## src/rtl/lm96570_serial_target.sv

```systemverilog
// Serial-register target for the LM96570 three-wire programming port.
// Oversamples sCLK/sWR/sLE on clk, decodes read/write frames, and serves a 32-entry register file.
module lm96570_serial_target #(
    parameter int unsigned DATA_W      = 16,
    parameter int unsigned SYNC_STAGES = 2
) (
    input  logic              clk,
    input  logic              RESET,
    input  logic              sCLK,
    input  logic              sWR,
    input  logic              sLE,
    output logic              sRD,
    input  logic [4:0]        loc_addr,
    output logic [DATA_W-1:0] loc_data,
    output logic              wr_strobe,
    output logic [4:0]        wr_addr,
    output logic [DATA_W-1:0] wr_data,
    output logic              frame_err
);

    localparam int unsigned ADDR_W    = 5;
    localparam int unsigned NREG      = 32;
    localparam int unsigned HDR_LEN   = 6;
    localparam int unsigned FRAME_LEN = HDR_LEN + DATA_W;
    localparam int unsigned CNT_W     = 6;

    localparam logic [CNT_W-1:0] CNT_FRAME = CNT_W'(FRAME_LEN);
    localparam logic [CNT_W-1:0] CNT_MAX   = CNT_W'(FRAME_LEN + 1);
    localparam logic [CNT_W-1:0] CNT_HLAST = CNT_W'(HDR_LEN - 1);

    typedef enum logic [1:0] {IDLE, HDR, WDATA, RDATA} state_t;

    state_t state, state_nxt;

    logic [SYNC_STAGES-1:0] sclk_q, swr_q, sle_q;
    logic                   sclk_d, sle_d;
    logic                   sclk_s, swr_s, sle_s;
    logic                   le_fall, le_rise, ck_rise, ck_fall;

    logic [CNT_W-1:0]  bit_cnt;
    logic [4:0]        hdr_sr;
    logic [ADDR_W-1:0] addr_q;
    logic [ADDR_W-1:0] hdr_addr;
    logic [DATA_W-1:0] data_sr;
    logic [DATA_W-1:0] rd_sr;
    logic [DATA_W-1:0] regs [NREG];

    logic cnt_clr, cnt_inc, hdr_shift, hdr_done, data_shift, commit, err, rd_shift, rd_clr;

    // sLE idles high, so its synchronizer resets high to avoid a phantom frame edge.
    always_ff @(posedge clk or negedge RESET) begin
        if (!RESET) begin
            sclk_q <= '0;
            swr_q  <= '0;
            sle_q  <= '1;
            sclk_d <= 1'b0;
            sle_d  <= 1'b1;
        end else begin
            sclk_q <= {sclk_q[SYNC_STAGES-2:0], sCLK};
            swr_q  <= {swr_q[SYNC_STAGES-2:0], sWR};
            sle_q  <= {sle_q[SYNC_STAGES-2:0], sLE};
            sclk_d <= sclk_s;
            sle_d  <= sle_s;
        end
    end

    assign sclk_s   = sclk_q[SYNC_STAGES-1];
    assign swr_s    = swr_q[SYNC_STAGES-1];
    assign sle_s    = sle_q[SYNC_STAGES-1];
    assign le_fall  = sle_d & ~sle_s;
    assign le_rise  = ~sle_d & sle_s;
    assign ck_rise  = ~sclk_d & sclk_s & ~sle_s;
    assign ck_fall  = sclk_d & ~sclk_s & ~sle_s;
    assign hdr_addr = {hdr_sr[3:0], swr_s};

    always_ff @(posedge clk or negedge RESET) begin
        if (!RESET) state <= IDLE;
        else        state <= state_nxt;
    end

    // sLE rise takes priority over any sCLK edge seen in the same cycle.
    always_comb begin
        state_nxt  = state;
        cnt_clr    = 1'b0;
        cnt_inc    = 1'b0;
        hdr_shift  = 1'b0;
        hdr_done   = 1'b0;
        data_shift = 1'b0;
        commit     = 1'b0;
        err        = 1'b0;
        rd_shift   = 1'b0;
        rd_clr     = 1'b0;
        case (state)
            IDLE: begin
                if (le_fall) begin
                    state_nxt = HDR;
                    cnt_clr   = 1'b1;
                end
            end
            HDR: begin
                if (le_rise) begin
                    state_nxt = IDLE;
                    err       = 1'b1;
                end else if (ck_rise) begin
                    cnt_inc   = 1'b1;
                    hdr_shift = 1'b1;
                    if (bit_cnt == CNT_HLAST) begin
                        hdr_done  = 1'b1;
                        state_nxt = hdr_sr[4] ? RDATA : WDATA;
                    end
                end
            end
            WDATA: begin
                if (le_rise) begin
                    state_nxt = IDLE;
                    commit    = (bit_cnt == CNT_FRAME);
                    err       = (bit_cnt != CNT_FRAME);
                end else if (ck_rise) begin
                    cnt_inc    = 1'b1;
                    data_shift = 1'b1;
                end
            end
            RDATA: begin
                if (le_rise) begin
                    state_nxt = IDLE;
                    rd_clr    = 1'b1;
                    err       = (bit_cnt != CNT_FRAME);
                end else begin
                    cnt_inc  = ck_rise;
                    rd_shift = ck_fall;
                end
            end
            default: state_nxt = IDLE;
        endcase
    end

    // Frame datapath: bit counter, header/data shifters, read snapshot and sRD.
    always_ff @(posedge clk or negedge RESET) begin
        if (!RESET) begin
            bit_cnt   <= '0;
            hdr_sr    <= '0;
            addr_q    <= '0;
            data_sr   <= '0;
            rd_sr     <= '0;
            sRD       <= 1'b0;
            wr_strobe <= 1'b0;
            wr_addr   <= '0;
            wr_data   <= '0;
            frame_err <= 1'b0;
        end else begin
            if (cnt_clr)                          bit_cnt <= '0;
            else if (cnt_inc && bit_cnt != CNT_MAX) bit_cnt <= bit_cnt + CNT_W'(1);
            if (hdr_shift) hdr_sr <= {hdr_sr[3:0], swr_s};
            if (data_shift) data_sr <= {data_sr[DATA_W-2:0], swr_s};
            if (hdr_done) begin
                addr_q <= hdr_addr;
                rd_sr  <= regs[hdr_addr];
            end else if (rd_shift) begin
                rd_sr <= {rd_sr[DATA_W-2:0], 1'b0};
            end
            if (rd_clr)        sRD <= 1'b0;
            else if (rd_shift) sRD <= rd_sr[DATA_W-1];
            wr_strobe <= commit;
            frame_err <= err;
            if (commit) begin
                wr_addr <= addr_q;
                wr_data <= data_sr;
            end
        end
    end

    // Register file and registered local read port.
    always_ff @(posedge clk or negedge RESET) begin
        if (!RESET) begin
            for (int i = 0; i < int'(NREG); i++) regs[i] <= '0;
            loc_data <= '0;
        end else begin
            if (commit) regs[addr_q] <= data_sr;
            loc_data <= regs[loc_addr];
        end
    end

endmodule

```

## config.mk

```make
export PLATFORM = sky130hd
export DESIGN_NAME = lm96570_serial_target
export DESIGN_NICKNAME = d
export VERILOG_FILES = /design/src/rtl/lm96570_serial_target.sv
export SDC_FILE = /design/constraint.sdc
export NUM_CORES = 1
export LEC_CHECK = 0
export ABC_CLOCK_PERIOD_IN_PS = 4200
export CORE_MARGIN = 2
export CORE_UTILIZATION = 27
export DETAILED_ROUTE_END_ITERATION = 16
export GPL_TIMING_DRIVEN = 0
export PLACE_DENSITY = 0.42
export RECOVER_POWER = 100
export SYNTH_ARGS = -nofsm -noshare
export SYNTH_HDL_FRONTEND = slang
export SYNTH_SLANG_ARGS = --single-unit
```

## constraint.sdc

```tcl
create_clock -name clk -period 4.2 [get_ports clk]
set_input_delay 1.05 -clock clk [delete_from_list [all_inputs] [get_ports clk]]
set_output_delay 1.05 -clock clk [all_outputs]
set_load 0.1 [all_outputs]
```

==> key figures <==
Synthesis
  • Cell variety after synth: 56
  • Mapped Nets: 2,127
  • Yosys warnings: 0
  • Mapped Avg Cell Area: 14.74 um^2
  • EDFF count, synth: 0
  • Synthesized cell area: 31,170 um^2
  • #FFs+latches synth: 610
  • Ys flop type: dfrtp_1
  • Seq/Total Area, Yosys: 0.4899
  • Post-Syn Instances: 2,114
  • Async set-reset flop share out of synthesis: 1.000

Worst setup path
  • Required @ worst endpoint: 4.71 ns
  • Startpoint Class: flop
  • Worst path max stage delay: 0.91 ns
  • FF-to-FF path depth: 8
  • Worst-path maximum fanout: 10
  • R2R Path End: regs[14]$_DFFE_PN0P_
  • Critical path's slowest cell: nand4_1
  • Cell Chain, Critical Path: and2b_1 -> nand4_1 -> inv_1 -> and3_1 -> clkbuf_1 -> nand4_1 -> buf_2 -> mux2_2
  • CP delay by family, top: simple AND/OR/NAND/NOR gates
  • Crit path buf inv count: 3
  • Reg2Reg Setup Slack: around 0.25 ns
  • CP endpoint kind: flop
  • Worst Path Arrival: around 4.5 ns
  • Critical path class: flop to flop
  • Most used cell, CP: nand4_1
  • Launch point of the worst reg-to-reg path: sle_q[1]$_DFF_PN1_

Drt
  • Via count: 20,604
  • Top layer in use: met4
  • 1st-pass router iterations: 7
  • Final ANT Viol Nets: 0
  • Final wirelength: 123.1 mm
  • Metal-1 WL: 54.46 mm
  • # DRC: 0
  • Initial DRC Count: ~2,000
  • Drt wl/cell: 32.32 um
  • Number of vias per cell: 5.409
  • Met3 wire len: ~7.0 mm
  • WL met2: 57.39 mm

Global routing
  • Pin count of the biggest net entering global routing: 114
  • Grt ovf: 0
  • First-pass GRT wire length: between 150 and 200 mm
  • Vias in the first global route: around 21,000
  • GRT Util Overall: 0.2101
  • Initial antenna violation count: 3

Clock tree
  • Hold_buf cts: 0
  • CTS Buffer Depth: 3
  • Worst-skew pair later-pin latency: 0.65 ns
  • Clock-pin slew on the worst setup and hold paths: 0.05 ns
  • CTS H-tree depth: 3
  • Sink Count: between 600 and 700
  • Root Buffer: clkbuf_16
  • CTS tree: yes
  • CTS Buf Count: 75

Floorplan
  • Rows: 124
  • # IOs: 50
  • Die Height: 343.8 um
  • Die ar.: ~120,000 um^2
  • Starting density of the core: 0.2726
  • Core Region: 114,300 um^2
  • Horiz. Die Dim: 343.8 um

Timing
  • Final worst path period share: 0.9399
  • Max-slew headroom: -1.173
  • Final min period: 3.948 ns
  • Fin Clk Skew: 0.03680 ns
  • Final WS setup: 0.2523 ns
  • Final Slew Violations: 64
  • RSZ-0062 raised after global routing: no
  • Setup violators final: 0
  • Fmax: 253.3 MHz
  • Slew at the pin closest to its max-slew limit: 3.259 ns
  • Hold Vio Cnt, Final: 0

Power
  • Switching power total: 4381 uW
  • P_int: 10,440 uW
  • Net Sw Frac: 0.2956
  • P_leak: 0.01637 uW
  • P per Cell Area: 411.1 nW/um^2
  • Max IR drop VDD: around 0.00025 V
  • Clock power frac: 0.450
  • Sequential power share: 0.403
  • Combinational power share: 0.147

Layout
  • Sequential cell area: about 15,000 um^2
  • Layout cells sized above 1: 0.4200
  • Fill cell count: 11,296
  • Final #Nets: 2,254
  • Multi-input logic area: 14,890 um^2
  • Area Overhead vs Synth: 15.70%
  • Final Non-Filler Cells: 3,809
  • Post-route cell area: approximately 36,000 um^2

Placed design
  • IO Port Bufs: 46
  • Placed insts: roughly 3,700
  • Routability cong.: 0.8858
  • Post-place setup slack: -0.6029 ns
  • Dpl hpwl: 86.16 mm
  • DP Area: between 30,000 and 40,000 um^2

Hold path
  • Hold path cells: 0
  • Hold Crit Start: sclk_q[0]$_DFF_PN0_
  • Hold Path End: sclk_q[1]$_DFF_PN0_
  • Type of the worst min-delay path: flop to flop

Status
  • Run status: finished, violations left
  • Failing checks: capacitance limit, slew limit

Run
  • Maxcap violations: 3
[worst max-delay path by stage]
stage	startpoint	to	slack (ns)	depth (start not counted)
floorplan	loc_addr[0]	loc_data[10]$_DFF_PN0_	1.51	6
global placement	RESET	regs[266]$_DFFE_PN0P_	-26.81	1
detailed placement	loc_addr[1]	loc_data[5]$_DFF_PN0_	-0.60	6
CTS	swr_q[1]$_DFF_PN0_	rd_sr[2]$_DFFE_PN0P_	0.06	8
global route	sle_q[1]$_DFF_PN1_	regs[6]$_DFFE_PN0P_	0.12	8
finish	sle_q[1]$_DFF_PN1_	regs[14]$_DFFE_PN0P_	0.25	8
[synthesized netlist by cell type (4+ instances only)]
cell type	instances	area, um^2
clkbuf_1	95	356.6
a211oi_1	16	120.1
buf_2	57	285.3
nor2b_1	11	68.82
nor3_1	10	50.05
a221oi_1	33	289.0
inv_1	13	48.80
nor4_1	6	37.54
nor2_2	14	87.58
buf_4	23	172.7
nand4_1	5	31.28
o21ai_0	10	50.05
or3_1	7	43.79
dfrtp_1	607	15190
mux2_2	540	6081
nand2_1	118	442.9
o32ai_1	8	70.07
buf_1	16	60.06
mux4_2	228	5135
nor2_1	45	168.9
and2_1	8	50.05
mux2i_1	143	1431
a22o_1	16	140.1
a21oi_1	16	80.08
xor2_1	4	35.03
a2111oi_0	6	52.55
a222oi_1	8	80.08
[layer usage]
layer | vias up | GRT usage
li1 | 8321 | -
met1 | 11318 | 0.2904
met2 | 781 | 0.3329
met3 | 184 | 0.03642
met4 | 0 | 0.07105
met5 | - | 0
[flip-flops by register name, summed over array words and instances (netlist names), 5 cells and up]
signal	flops
bit_cnt	6
data_sr	16
rd_sr	16
wr_data	16
wr_addr	5
regs	512
hdr_sr	5
loc_data	16
addr_q	5
[stage by stage]
| step | power [uW] | hold WS, ns | setup TNS (ns) | util |
|---|---|---|---|---|
| 6_report | 14820 | 0.3598 | 0 | 0.3154 |
| 5_1_grt | 15270 | 0.3835 | 0 | 0.3153 |
| 4_1_cts | 14980 | 0.3463 | 0 | 0.3164 |
| 3_5_place_dp | 8248 | 0.3363 | -4.864 | 0.2946 |
| 3_3_place_gp | 8243 | 0.3471 | - | 0.2932 |
| 2_1_floorplan | 7127 | 0.3312 | 0 | - |
[power by group through the flow]
stage / registers (uW) / logic, uW / clock network [uW]
2_1_floorplan: 6170 / 956 / 0
3_3_place_gp: 6100 / 2140 / 0
3_5_place_dp: 6090 / 2160 / 0
4_1_cts: 5980 / 2170 / 6840
5_1_grt: 5980 / 2230 / 7060
6_report: 5980 / 2170 / 6670
[logic make-up (layout without fill, tap and decap cells)]
kind of cell / after synthesis / in the layout / synth area share
muxes: 911 / 911 / 0.4058
DFF: 610 / 610 / 0.4899
and+or+nand+nor: 257 / 257 / 0.04074
buffers and inverters: 205 / 386 / 0.02999
AOI/OAI and AO/OA: 123 / 123 / 0.03103
xor gates and xnor gates: 5 / 5 / 0.001405
adders and majority gates: 3 / 3 / 0.001204
other: 0 / 2 / 0
[layout make-up]
class	instances	area share
well taps	1512	0.05246
clock inverters	20	0.006488
diodes	2	0.0001388
repair buffers	53	0.01776
inverters	13	0.001353
multi-input cells	1299	0.4128
clock buffers	111	0.06256
flip-flops and latches	610	0.4234
plain buffers	189	0.02300
[cells in the final DEF (no fill, tap or decap), types with 16 or more instances in the layout]
master,n
dfrtp_1,607
mux2_2,539
mux4_2,228
mux2i_1,143
clkbuf_1,126
nand2_1,118
clkbuf_16,78
nor2_1,58
dlygate4sd3_1,43
buf_2,34
a221oi_1,33
clkbuf_2,18
clkbuf_8,18
a22o_1,16
a21oi_1,16
a211oi_1,16
[timing repair]
action | 4_1_cts | 5_1_grt
setup buffers | 0 | 0
gates resized for setup | 0 | 2
hold endpoints to repair | 0 | 0
setup endpoints to repair | 0 | 4
Power figures use the tool's default switching activity.
